===== src/rtl/vga_plot_arbiter_pkg.sv =====
// Shared types and constants for the VGA plot-port arbiter.
//   SCREEN_W/SCREEN_H : visible raster size
//   X_W/Y_W/C_W       : default coordinate and colour widths
//   arb_state_t       : arbiter FSM states
//   vga_pixel_t       : one plot-port beat
package vga_plot_arbiter_pkg;

  localparam int unsigned SCREEN_W = 160;
  localparam int unsigned SCREEN_H = 120;
  localparam int unsigned X_W      = 8;
  localparam int unsigned Y_W      = 7;
  localparam int unsigned C_W      = 3;

  typedef enum logic [1:0] {
    IDLE    = 2'd0,
    GRANT   = 2'd1,
    RELEASE = 2'd2
  } arb_state_t;

  typedef struct packed {
    logic [X_W-1:0] x;
    logic [Y_W-1:0] y;
    logic [C_W-1:0] colour;
    logic           plot;
  } vga_pixel_t;

endpackage


===== src/rtl/vga_plot_arbiter_rr_pick.sv =====
// Combinational round-robin picker.
//   req    : request vector
//   last   : index served most recently
//   winner : first set req bit searching last+1, last+2, ... (mod N_REQ)
//   valid  : at least one request present
module rr_pick #(
  parameter int unsigned N_REQ = 3,
  parameter int unsigned IDX_W = 2
) (
  input  logic [N_REQ-1:0] req,
  input  logic [IDX_W-1:0] last,
  output logic [IDX_W-1:0] winner,
  output logic             valid
);

  // Walk from the farthest candidate back to the nearest so the nearest set bit wins.
  always_comb begin
    logic [IDX_W-1:0] idx;
    idx    = '0;
    winner = '0;
    valid  = 1'b0;
    for (int unsigned k = N_REQ; k >= 1; k--) begin
      idx = IDX_W'((32'(last) + k) % N_REQ);
      if (req[idx]) begin
        winner = idx;
        valid  = 1'b1;
      end
    end
  end

endmodule


===== src/rtl/vga_plot_arbiter.sv =====
// Shares one VGA adapter plot port between N_REQ drawing engines.
//   clk, rst            : clock and async active-high reset
//   req                 : engine i wants the port
//   eng_done/eng_plot   : per-engine done and plot strobes
//   eng_x/eng_y/eng_col : packed per-engine pixel fields
//   gnt                 : one-hot grant, doubles as engine start
//   vga_*               : muxed plot port to the adapter (combinational)
//   busy                : a grant is active
//   timeout             : one-cycle pulse when the watchdog reclaims the port
module vga_plot_arbiter #(
  parameter int unsigned N_REQ   = 3,
  parameter int unsigned X_W     = vga_plot_arbiter_pkg::X_W,
  parameter int unsigned Y_W     = vga_plot_arbiter_pkg::Y_W,
  parameter int unsigned C_W     = vga_plot_arbiter_pkg::C_W,
  parameter int unsigned TIMEOUT = 20000,
  parameter int unsigned TO_W    = 16
) (
  input  logic                   clk,
  input  logic                   rst,
  input  logic [N_REQ-1:0]       req,
  input  logic [N_REQ-1:0]       eng_done,
  input  logic [N_REQ-1:0]       eng_plot,
  input  logic [N_REQ*X_W-1:0]   eng_x,
  input  logic [N_REQ*Y_W-1:0]   eng_y,
  input  logic [N_REQ*C_W-1:0]   eng_colour,
  output logic [N_REQ-1:0]       gnt,
  output logic [X_W-1:0]         vga_x,
  output logic [Y_W-1:0]         vga_y,
  output logic [C_W-1:0]         vga_colour,
  output logic                   vga_plot,
  output logic                   busy,
  output logic                   timeout
);

  import vga_plot_arbiter_pkg::*;

  localparam int unsigned IDX_W = $clog2(N_REQ);

  arb_state_t       state_q;
  logic [N_REQ-1:0] gnt_q;
  logic             busy_q;
  logic             timeout_q;
  logic [TO_W-1:0]  wd_q;
  logic [IDX_W-1:0] last_q;
  logic [IDX_W-1:0] win_q;

  logic [IDX_W-1:0] pick_idx;
  logic             pick_valid;

  rr_pick #(
    .N_REQ (N_REQ),
    .IDX_W (IDX_W)
  ) u_pick (
    .req    (req),
    .last   (last_q),
    .winner (pick_idx),
    .valid  (pick_valid)
  );

  // Arbiter FSM with watchdog; RELEASE gives the engine a start-low cycle to clear done.
  always_ff @(posedge clk or posedge rst) begin
    if (rst) begin
      state_q   <= IDLE;
      gnt_q     <= '0;
      busy_q    <= 1'b0;
      timeout_q <= 1'b0;
      wd_q      <= '0;
      last_q    <= IDX_W'(N_REQ - 1);
      win_q     <= '0;
    end else begin
      timeout_q <= 1'b0;
      case (state_q)
        IDLE: begin
          if (pick_valid) begin
            state_q <= GRANT;
            win_q   <= pick_idx;
            gnt_q   <= N_REQ'(1) << pick_idx;
            busy_q  <= 1'b1;
            wd_q    <= '0;
          end
        end
        GRANT: begin
          // done wins over a coincident watchdog expiry
          if (eng_done[win_q]) begin
            state_q <= RELEASE;
            gnt_q   <= '0;
            busy_q  <= 1'b0;
          end else if (wd_q == TO_W'(TIMEOUT - 1)) begin
            state_q   <= RELEASE;
            gnt_q     <= '0;
            busy_q    <= 1'b0;
            timeout_q <= 1'b1;
          end else begin
            wd_q <= wd_q + TO_W'(1);
          end
        end
        RELEASE: begin
          state_q <= IDLE;
          last_q  <= win_q;
          wd_q    <= '0;
        end
        default: begin
          state_q <= IDLE;
          gnt_q   <= '0;
          busy_q  <= 1'b0;
        end
      endcase
    end
  end

  // Zero-latency plot mux; only the granted engine reaches the adapter.
  always_comb begin
    vga_x      = '0;
    vga_y      = '0;
    vga_colour = '0;
    vga_plot   = 1'b0;
    if (state_q == GRANT) begin
      for (int i = 0; i < N_REQ; i++) begin
        if (win_q == IDX_W'(i)) begin
          vga_x      = eng_x[i*X_W +: X_W];
          vga_y      = eng_y[i*Y_W +: Y_W];
          vga_colour = eng_colour[i*C_W +: C_W];
          vga_plot   = eng_plot[i];
        end
      end
    end
  end

  assign gnt     = gnt_q;
  assign busy    = busy_q;
  assign timeout = timeout_q;

endmodule


===== config.mk =====
export PLATFORM = sky130hd
export DESIGN_NAME = vga_plot_arbiter
export DESIGN_NICKNAME = d
export VERILOG_FILES = /design/src/rtl/vga_plot_arbiter_pkg.sv /design/src/rtl/vga_plot_arbiter_rr_pick.sv /design/src/rtl/vga_plot_arbiter.sv
export SDC_FILE = /design/constraint.sdc
export NUM_CORES = 1
export LEC_CHECK = 0
export BUFFER_PORTS_ARGS = -buffer_cell sky130_fd_sc_hd__buf_2
export CAP_MARGIN = 0
export CELL_PAD_IN_SITES_DETAIL_PLACEMENT = 0
export CELL_PAD_IN_SITES_GLOBAL_PLACEMENT = 1
export CORE_MARGIN = 1
export CORE_UTILIZATION = 31
export CTS_CLUSTER_DIAMETER = 120
export DETAILED_ROUTE_END_ITERATION = 6
export PLACE_DENSITY = 0.85
export SETUP_SLACK_MARGIN = 0.2
export SLEW_MARGIN = 10
export SYNTH_ARGS = -nofsm -noshare
export SYNTH_HDL_FRONTEND = slang
export SYNTH_SLANG_ARGS = --single-unit

===== constraint.sdc =====
create_clock -name clk -period 2 [get_ports clk]
set_clock_uncertainty 0.05 [all_clocks]
set_input_delay 0.1 -clock clk [delete_from_list [all_inputs] [get_ports clk]]
set_output_delay 0.1 -clock clk [all_outputs]
set_load 0.02 [all_outputs]

==> results_dict.tcl, run 1 <==
set metrics [dict create \
    drt.antenna.violating_nets 0 \
    cts_made_buffers 3 \
    drt-initial-drc-count 89 \
    num_antenna_cells 0 \
    slowest_delay_ns 0.58 \
    clockBufferDepth 2 \
    wl_met3_um 230 \
    insertion_delay_ns 0.27 \
    status "finished, violations left" \
    grt_first_pass_wirelength_um 11200 \
    worstHoldStart "eng_done[1]" \
    clock_sinks 27 \
    yosysUniqueCellTypes 50 \
    slew_viol_final 0 \
    violations "DRC, setup timing" \
    cts_tree "done" \
    cp_cell_sequence "buf_6 -> ha_4 -> a21o_1 -> a221o_1 -> a22oi_2 -> buf_6 -> mux2_4" \
    end_kind "flop" \
    rrSetupSlack_ns -0.06 \
    worst_pin_slew_ns 0.758 \
    final_common_cell "buf_2" \
    critPathKind "flop to flop" \
    grt_max_degree 20 \
    setup_ws_ns -0.0580 \
    timing.hold.ws_ns 0.254 \
    cap_viol_max_count 0 \
    route.detailed.drc 1 \
    cts_max_level 1 \
    yosys_most_used_dff "dfrtp_1" \
    gp_congestion 0.826 \
    stdcell_area_mm2 0.00358 \
    grt_pass1_vias 2381 \
    die_y_um 84.6 \
    period_share 1.03 \
    syn_to_final_growth_pct 69.6 \
    yosysWarnings 0 \
    hp-class "input pin to flop" \
    highest_layer "met4" \
    drive_gt1_frac 0.514 \
    initial_core_util 0.327 \
    ys_seq_area_frac 0.320 \
    drt-total-wl_um 7030 \
    synth-seq-cells 27 \
    postSynthAreaPerCell_um2 8.13 \
    wl_met2_um 3640 \
    hold_viol 0 \
    final_net_count 462 \
    leakagePower_uw 0.00168 \
    clk_pin_slew_ns 0.10 \
    setup_viol 15 \
    synth_edf_count 0 \
    cts_root_buffer "clkbuf_8" \
    postSynthCellCount 260 \
    min_path_cells 4 \
    r2r-end "win_q[1]$_DFFE_PP0P_" \
    critical_path.max_fanout 8 \
    routed_via_density 5.22 \
    chipWidth_um 84.6 \
    netlist_area_mm2 0.00211 \
    dieArea_mm2 0.00715 \
    syn-num-nets 330 \
    startpoint_type "flop" \
    period_needed_ns 2.06 \
    via_count 2444 \
    cp.arrival_ns 2.18 \
    max_freq_mhz 486 \
    pin_count 89 \
    min_to "state_q[0]$_DFFE_PP0P_" \
    drt-met1-wl_um 3050 \
    required_ns 2.12 \
    core_area_mm2 0.00646 \
    power_density_mw_per_mm2 1500 \
    placed_area_mm2 0.00289 \
    rsz0062_at_grt "true" \
    dp_hpwl_um 4640 \
    max_slew_margin 0.494 \
    rows 29 \
    track_usage 0.190 \
    numPortBuffers 88 \
    rr_startpoint "last_q[1]$_DFFE_PP1P_" \
    overflow 0 \
    antenna_found_initial 0 \
    mostFrequentLayoutCells "buf_2, buf_4, nor2_1" \
    async_reset_ff_frac 1.00 \
    cpMostUsedCell "buf_6" \
    wl_per_cell_um 15.0 \
    first_pass_iters 6 \
    r2r_cells 7 \
    power_uw 5380 \
    ir_worst_vdd_uv 626 \
    crit_slowest_cell "dfstp_2" \
]
-- timing repair --
action / CTS / global route
buffers inserted: 14 / 2
resized for setup: 67 / 28
gates cloned: 3 / 2
hold buffers: 1 / 0
hold endpoints to repair: 16 / 0
pin swaps: 45 / 20
endpoints found under the setup margin: 42 / 43
-- sequential cells by signal, indices dropped and copies added (netlist names) --
signal   flops
wd_q        16
gnt          3
last_q       2
state_q      2
win_q        2
busy         1
timeout      1
-- worst max-delay path: cells and delay by family, from the launching register on --
family / cells / cell delay [ns]
buf+inv: 2 / 0.26
compound gates: 3 / 0.59
flops: 1 / 0.58
fa+ha+maj: 1 / 0.19
mux: 1 / 0.29
-- cell usage after synthesis (2+ instances only) --
cell / n / share of area
clkbuf_1: 11 / 0.020
o22a_1: 3 / 0.012
nand3b_1: 2 / 0.0071
nor3b_1: 3 / 0.011
inv_1: 9 / 0.016
nand2_1: 23 / 0.041
a211o_1: 2 / 0.0083
nand3_1: 7 / 0.017
ha_1: 5 / 0.030
o21ai_0: 8 / 0.019
a41o_1: 2 / 0.0095
nand4_1: 3 / 0.0089
nand2b_1: 6 / 0.018
or3_1: 2 / 0.0059
buf_2: 2 / 0.0047
a21oi_1: 26 / 0.062
a221o_1: 3 / 0.014
a21oi_2: 2 / 0.0083
a21o_1: 2 / 0.0071
mux2i_1: 22 / 0.10
dfrtp_1: 26 / 0.31
a31oi_1: 9 / 0.027
nor3_1: 3 / 0.0071
nor2b_1: 3 / 0.0089
and3_1: 5 / 0.015
mux2_2: 2 / 0.011
nor2_1: 46 / 0.082
-- layer usage --
| layer | track usage | vias up |
|---|---|---|
| li1 | - | 1205 |
| met3 | 0.0206 | 10 |
| met4 | 0.0555 | 0 |
| met2 | 0.336 | 66 |
| met1 | 0.245 | 1163 |
| met5 | 0 | - |
-- per-stage QoR --
step	instances	utilization	setup WS [ns]	TNS (ns)
detailed placement	442	0.447	-0.121	-1.52
CTS	464	0.519	-0.0383	-0.246
global route	468	0.555	-0.128	-1.88
finish	468	0.555	-0.0580	-0.517
global placement	442	0.447	-0.0620	-0.649
floorplan	260	-	-0.0770	-0.279
-- area by class of cell --
cell class / instances / area (µm²)
Fill cell: 568 / 2880
Inverter: 9 / 33.8
Multi-Input combinational cell: 210 / 1630
Clock buffer: 3 / 41.3
Timing Repair Buffer: 141 / 1100
Tap cell: 77 / 96.3
Sequential cell: 27 / 677
Clock inverter: 1 / 7.51
-- power by group --
part           internal, µW  switching (µW)  total [µW]
clock network           141             178         320
logic                  2160            2100        4260
registers               672             121         793
-- worst max-delay path by stage --
| stage | startpoint | end | slack, ns | cells after the start |
|---|---|---|---|---|
| 2_1_floorplan | last_q[1]$_DFFE_PP1P_ | win_q[1]$_DFFE_PP0P_ | -0.08 | 6 |
| 3_3_place_gp | last_q[1]$_DFFE_PP1P_ | wd_q[2]$_DFFE_PP0P_ | -0.06 | 7 |
| 3_5_place_dp | last_q[1]$_DFFE_PP1P_ | wd_q[2]$_DFFE_PP0P_ | -0.12 | 7 |
| 4_1_cts | last_q[1]$_DFFE_PP1P_ | win_q[1]$_DFFE_PP0P_ | -0.04 | 7 |
| 5_1_grt | last_q[1]$_DFFE_PP1P_ | wd_q[1]$_DFFE_PP0P_ | -0.13 | 8 |
| 6_report | last_q[1]$_DFFE_PP1P_ | win_q[1]$_DFFE_PP0P_ | -0.06 | 7 |
-- logic make-up (layout without fill, tap and decap cells) --
kind of cell | after synthesis | count (layout) | share of synthesized area
and+or+nand+nor | 112 | 112 | 0.258
muxes | 25 | 25 | 0.122
buffers and inverters | 23 | 154 | 0.0456
adders and majority gates | 5 | 5 | 0.0296
AOI/OAI and AO/OA | 68 | 68 | 0.224
DFF | 27 | 27 | 0.320
No activity file was read; power rests on OpenSTA's default activity.
==> inputs of run 2 (changes only) <==
Settings changed: CORE_UTILIZATION 31 to 30, PLACE_DENSITY 0.85 to 0.84, SYNTH_HIERARCHICAL set to 1.
==> run 2 against run 1 <==
Fmax shrank 7.9%. Critical endpoint is now wd_q[14]$_DFFE_PP0P_. The flow finishes with violations (setup timing). Global-route usage shrank 2.4 points. Area after synthesis shrank 3.1%. Final cell count shrank 3.0%. Clock-buffer cell count is the same. Wire length shrank 8.7%. Via count shrank 4.4%. Total power shrank 26%. Register-to-register slack lost 0.18 ns. Synthesized cell count grew 1.2%. Sequential cell count is the same. Clock power is essentially flat.
==> results_dict.tcl, run 2 <==
set metrics [dict create \
    yosysWarnings 6 \
    wl_per_cell_um 14.1 \
    core_area_mm2 0.00646 \
    leakagePower_uw 0.00150 \
    r2r-end "wd_q[14]$_DFFE_PP0P_" \
    cp.arrival_ns 2.40 \
    antenna_found_initial 0 \
    setup_viol 23 \
    synth_top_area_frac 0.318 \
    rsz0062_at_grt "true" \
    postSynthCellCount 263 \
    final_net_count 448 \
    startpoint_type "flop" \
    period_share 1.12 \
    p_comb_frac 0.732 \
    yosysUniqueCellTypes 42 \
    clockBufferDepth 2 \
    required_ns 2.16 \
    min_path_cells 5 \
    cts_tree "done" \
    netlist_area_mm2 0.00205 \
    power_density_mw_per_mm2 1280 \
    dp_hpwl_um 4200 \
    swShare 0.448 \
    overflow 0 \
    synthXorXnorAreaFrac 0 \
    clk_pin_slew_ns 0.10 \
    first_pass_iters 6 \
    drt-total-wl_um 6420 \
    rows 29 \
    mostFrequentLayoutCells "buf_2, nor2_1, buf_4" \
    muxShareOfSynthArea 0.135 \
    period_needed_ns 2.23 \
    syn_to_final_growth_pct 51.6 \
    yosys_most_used_dff "dfrtp_1" \
    ys_seq_area_frac 0.330 \
    pin_count 89 \
    ir_worst_vdd_uv 485 \
    pre_cts_ws_ns -0.273 \
    chipWidth_um 84.6 \
    cap_viol_max_count 0 \
    synth_edf_count 0 \
    cts_max_level 1 \
    async_reset_ff_frac 1.00 \
    p_clk_frac 0.081 \
    num_antenna_cells 0 \
    synth_fa_ha_area_frac 0.0305 \
    setup_ws_ns -0.234 \
    drive_gt1_frac 0.430 \
    grt_pass1_vias 2194 \
    largest_reg_flops 16 \
    min_to "win_q[0]$_DFFE_PP0P_" \
    p_switching_uw 1780 \
    cts_root_buffer "clkbuf_8" \
    drt.antenna.violating_nets 0 \
    initial_core_util 0.317 \
    fin_setup_tns_ns -4.14 \
    postSynthAreaPerCell_um2 7.79 \
    critPathKind "flop to flop" \
    numPortBuffers 88 \
    final_common_cell "buf_2" \
    hold_viol 0 \
    clock_sinks 27 \
    via_count 2336 \
    worstHoldStart "req[1]" \
    yosys.area_share.simple 0.251 \
    die_y_um 84.6 \
    insertion_delay_ns 0.28 \
    grt_max_degree 37 \
    yosys-top-cells-area "dfrtp_1, mux2i_1, nor2_1, o21ai_0, a21oi_1" \
    routed_via_density 5.15 \
    violations "setup timing" \
    grt_first_pass_wirelength_um 9750 \
    cts_made_buffers 3 \
    hp-class "input pin to flop" \
    syn-num-nets 333 \
    r2r_cells 10 \
    status "finished, violations left" \
    slew_viol_final 0 \
    p_int_uw 2190 \
    track_usage 0.166 \
    max_slew_margin 0.733 \
    rrSetupSlack_ns -0.23 \
    worst_pin_slew_ns 0.398 \
    netlist_top_cells_count "nor2_1, o21ai_0, dfrtp_1" \
    critical_path.max_fanout 18 \
    synth-seq-cells 27 \
    p_seq_frac 0.187 \
    drt-initial-drc-count 126 \
    max_freq_mhz 448 \
    yosysTopAreaCell "dfrtp_1" \
    synth_top_family_by_area "simple AND/OR/NAND/NOR gates" \
    synth_compound_area_frac 0.199 \
    regMostFlops "wd_q" \
    route.detailed.drc 0 \
    dieArea_mm2 0.00716 \
    end_kind "flop" \
    rr_startpoint "last_q[1]$_DFFE_PP1P_" \
    yosysMostFrequentCell "nor2_1" \
    gp_congestion 0.819 \
]
run 2: cell count changes in the layout (fill, tap and decap cells not counted), moves of 4 or more:
| cell | delta |
|---|---|
| o21ai_0 | +8 |
| o21ai_1 | +20 |
| a31oi_4 | -4 |
| nand3_1 | -4 |
| buf_6 | -13 |
| nor2_2 | -9 |
| nor2_1 | +17 |
| a21oi_4 | -5 |
| nand2_1 | -7 |
run 2: kinds of logic (layout without fill, tap and decap cells):
family | count (synthesis) | count (layout)
and+or+nand+nor | 108 | 108
AOI/OAI and AO/OA | 73 | 73
DFF | 27 | 27
muxes | 26 | 26
buffers and inverters | 24 | 138
adders and majority gates | 5 | 5
run 2: per-stage QoR:
step | utilization | area (µm²) | hold slack (ns) | cells | power (µW)
after CTS | 0.438 | 2830 | 0.203 | 445 | 3490
after global placement | 0.423 | 2740 | 0.139 | 438 | 3030
after floorplan | - | 2080 | 0.102 | 263 | 2310
after global routing | 0.481 | 3100 | 0.248 | 454 | 4270
after detailed placement | 0.423 | 2740 | 0.141 | 438 | 3070
final | 0.481 | 3100 | 0.236 | 454 | 3970
run 2: routing by layer:
metal / GRT usage / vias up / wire length, µm
li1: - / 1163 / -
met1: 0.201 / 1100 / 2880
met2: 0.303 / 69 / 3260
met3: 0.0265 / 4 / 219
met4: 0.0447 / 0 / 57
met5: 0 / - / 0
run 2: worst max-delay path: stages (launching register included):
cell	delay, ns
dfstp_2	0.58
ha_4	0.23
or2_4	0.23
a21o_1	0.15
a211o_1	0.27
nor2_1	0.11
nor2_1	0.06
a21oi_2	0.15
buf_12	0.16
o21ai_0	0.10
o21ai_1	0.08
run 2: power by group through the flow:
stage,logic [µW],registers (µW),clock network [µW]
2_1_floorplan,1520,782,0
3_3_place_gp,2300,730,0
3_5_place_dp,2330,737,0
4_1_cts,2430,727,336
5_1_grt,3160,756,355
6_report,2910,742,323
run 2: area by class of cell:
class                   count  area [µm²]
flip-flops and latches     27         678
inverters                   8        30.0
well taps                  77        96.3
fillers                   626        3350
repair buffers            126         866
clock buffers               3        41.3
multi-input cells         212        1390
clock inverters             1        5.00
run 2: worst max path at each step:
stage	from	slack, ns	cells after the start	end
2_1_floorplan	last_q[1]$_DFFE_PP1P_	-0.24	10	wd_q[9]$_DFFE_PP0P_
5_1_grt	last_q[1]$_DFFE_PP1P_	-0.39	10	wd_q[11]$_DFFE_PP0P_
6_report	last_q[1]$_DFFE_PP1P_	-0.23	10	wd_q[14]$_DFFE_PP0P_
4_1_cts	last_q[1]$_DFFE_PP1P_	-0.24	10	wd_q[9]$_DFFE_PP0P_
3_3_place_gp	last_q[1]$_DFFE_PP1P_	-0.24	8	gnt[0]$_DFFE_PP0P_
3_5_place_dp	last_q[1]$_DFFE_PP1P_	-0.27	8	gnt[0]$_DFFE_PP0P_
run 2: repair_timing:
item / in CTS / in global routing
setup endpoints to repair: 42 / 43
gates cloned: 0 / 5
gates resized for setup: 14 / 56
hold endpoints to repair: 26 / 0
pin swaps: 0 / 14
setup buffers: 2 / 4
hold buffers: 1 / 0
==> inputs of run 3 (changes only) <==
Settings changed: PLACE_DENSITY 0.84 to 0.78.
==> run 3 against run 2 <==
The run still ends with setup timing left. Fmax decreased by 0.38%. Final cell count decreased by 2.9%. Critical endpoint is now wd_q[9]$_DFFE_PP0P_. First-iteration DRC count decreased by 17%.
==> results_dict.tcl, run 3 (same netlist as run 2, synthesis figures left out) <==
set metrics [dict create \
    wl_per_cell_um 12.7 \
    final_common_cell "buf_2" \
    critical_path_depth 10 \
    placed_area_mm2 0.00271 \
    cts_made_buffers 3 \
    r2r_cells 10 \
    cp_cell_sequence "ha_4 -> or2_4 -> a21o_1 -> a211o_1 -> nor2_1 -> nor2_1 -> a21oi_2 -> buf_12 -> o21ai_1 -> o41ai_1" \
    n_fill_cell 666 \
    leakagePower_uw 0.00140 \
    end_kind "flop" \
    rows 29 \
    hp-class "input pin to flop" \
    power_density_mw_per_mm2 1210 \
    stdcell_area_mm2 0.00282 \
    grt_first_pass_wirelength_um 9450 \
    overflow 0 \
    cap_viol_max_count 0 \
    crit_buf_inv 1 \
    mostFrequentLayoutCells "buf_2, nor2_1, a21oi_1, dfrtp_1, mux2i_1" \
    cpMostUsedCell "nor2_1" \
    core_area_mm2 0.00646 \
    first_pass_iters 7 \
    swShare 0.459 \
    syn_to_final_growth_pct 37.6 \
    rsz0062_at_grt "true" \
    cts_root_buffer "clkbuf_8" \
    startpoint_type "flop" \
    drt-total-wl_um 5610 \
    violations "setup timing" \
    largest_reg_flops 16 \
    multi_input_area_mm2 0.00131 \
    setup_viol 22 \
    pin_count 89 \
    grt_max_degree 37 \
    status "finished, violations left" \
    ff_latch_area_um2 679 \
    critical-path-top-delay-family "compound AO/OA/AOI/OAI gates" \
    power_uw 3410 \
    insertion_delay_ns 0.27 \
    period_needed_ns 2.24 \
    drive_gt1_frac 0.374 \
    worst_pin_slew_ns 0.395 \
    p_int_uw 1850 \
    p_clk_frac 0.093 \
    final_net_count 435 \
    cts_tree "done" \
    max_slew_margin 0.735 \
    drt-initial-drc-count 104 \
    via_count 2195 \
    antenna_found_initial 0 \
    p_seq_frac 0.223 \
    numPortBuffers 88 \
    initial_core_util 0.317 \
    gp_congestion 0.771 \
    die_y_um 84.6 \
    ir_worst_vdd_uv 477 \
    grt_pass1_vias 2057 \
    critPathKind "flop to flop" \
    min_path_cells 5 \
    crit_slowest_cell "dfstp_2" \
    p_comb_frac 0.684 \
    setup_ws_ns -0.243 \
    max_freq_mhz 446 \
    routed_via_density 4.98 \
    cp.arrival_ns 2.37 \
    clockBufferDepth 2 \
    cts_max_level 1 \
    hold_viol 0 \
    slowest_delay_ns 0.57 \
    clk_pin_slew_ns 0.09 \
    clock_sinks 27 \
    slew_viol_final 0 \
    critical_path.max_fanout 18 \
    period_share 1.12 \
    dieArea_mm2 0.00716 \
    chipWidth_um 84.6 \
    regMostFlops "wd_q" \
    p_switching_uw 1570 \
    required_ns 2.12 \
    track_usage 0.159 \
    dp_hpwl_um 4210 \
    drt.antenna.violating_nets 0 \
    num_antenna_cells 0 \
    route.detailed.drc 0 \
]
[run 3: cell count changes in the layout (fill, tap and decap cells not counted), sizes merged]
cell,before,now
clkbuf,5,4
buf,123,112
clkinv,1,0
[run 3: per-layer routing]
metal | share of wire | global-route usage | vias to the layer above | routed length (µm)
met1 | 0.45 | 0.205 | 1000 | 2510
met3 | 0.035 | 0.0256 | 2 | 199
li1 | - | - | 1133 | -
met5 | 0 | 0 | - | 0
met2 | 0.51 | 0.282 | 60 | 2860
met4 | 0.0061 | 0.0324 | 0 | 34
[run 3: power groups by stage]
stage	Sequential, µW	Clock, µW	Combinational (µW)
4_1_cts	753	335	2300
3_3_place_gp	760	0	2220
6_report	762	317	2330
5_1_grt	776	347	2570
2_1_floorplan	782	0	1520
3_5_place_dp	759	0	2250
[run 3: path summary, 6_finish.rpt]
| path | start | to | slack [ns] |
|---|---|---|---|
| worst max register to register | last_q[1]$_DFFE_PP1P_ | wd_q[9]$_DFFE_PP0P_ | -0.24 |
| min in group asynchronous | rst | wd_q[4]$_DFFE_PP0P_ | 0.37 |
| worst min-delay path | req[1] | win_q[0]$_DFFE_PP0P_ | 0.22 |
| worst min register to register | wd_q[15]$_DFFE_PP0P_ | wd_q[15]$_DFFE_PP0P_ | 0.44 |
| max in group asynchronous | rst | last_q[1]$_DFFE_PP1P_ | 1.22 |
| worst max-delay path | last_q[1]$_DFFE_PP1P_ | wd_q[9]$_DFFE_PP0P_ | -0.24 |
[run 3: area by class of cell]
class	count	share of cell area
tap	77	0.0342
timing repair buffer	113	0.234
clock buffer	4	0.0160
sequential	27	0.241
multi-input combinational	212	0.464
inverter	8	0.0107
[run 3: stage by stage]
stage	setup TNS (ns)	setup WS [ns]	hold slack, ns	utilization	instances
after floorplan	-3.23	-0.236	0.102	-	263
after global placement	-3.93	-0.257	0.137	0.420	435
after detailed placement	-4.71	-0.277	0.139	0.420	435
after CTS	-5.15	-0.260	0.225	0.431	441
after global routing	-6.67	-0.365	0.241	0.436	441
final	-4.18	-0.243	0.222	0.436	441
[run 3: worst min-delay path: cells and delay by family]
family | cells | cell delay, ns
compound gates | 3 | 0.20
buf+inv | 1 | 0.12
simple gates | 1 | 0.10
[run 3: timing repair]
action | in CTS | in global routing
pin swaps | 0 | 0
gates cloned | 0 | 0
buffers inserted | 1 | 0
hold buffers | 1 | 0
hold endpoints to repair | 26 | 0
endpoints found under the setup margin | 28 | 43
resized for setup | 7 | 20
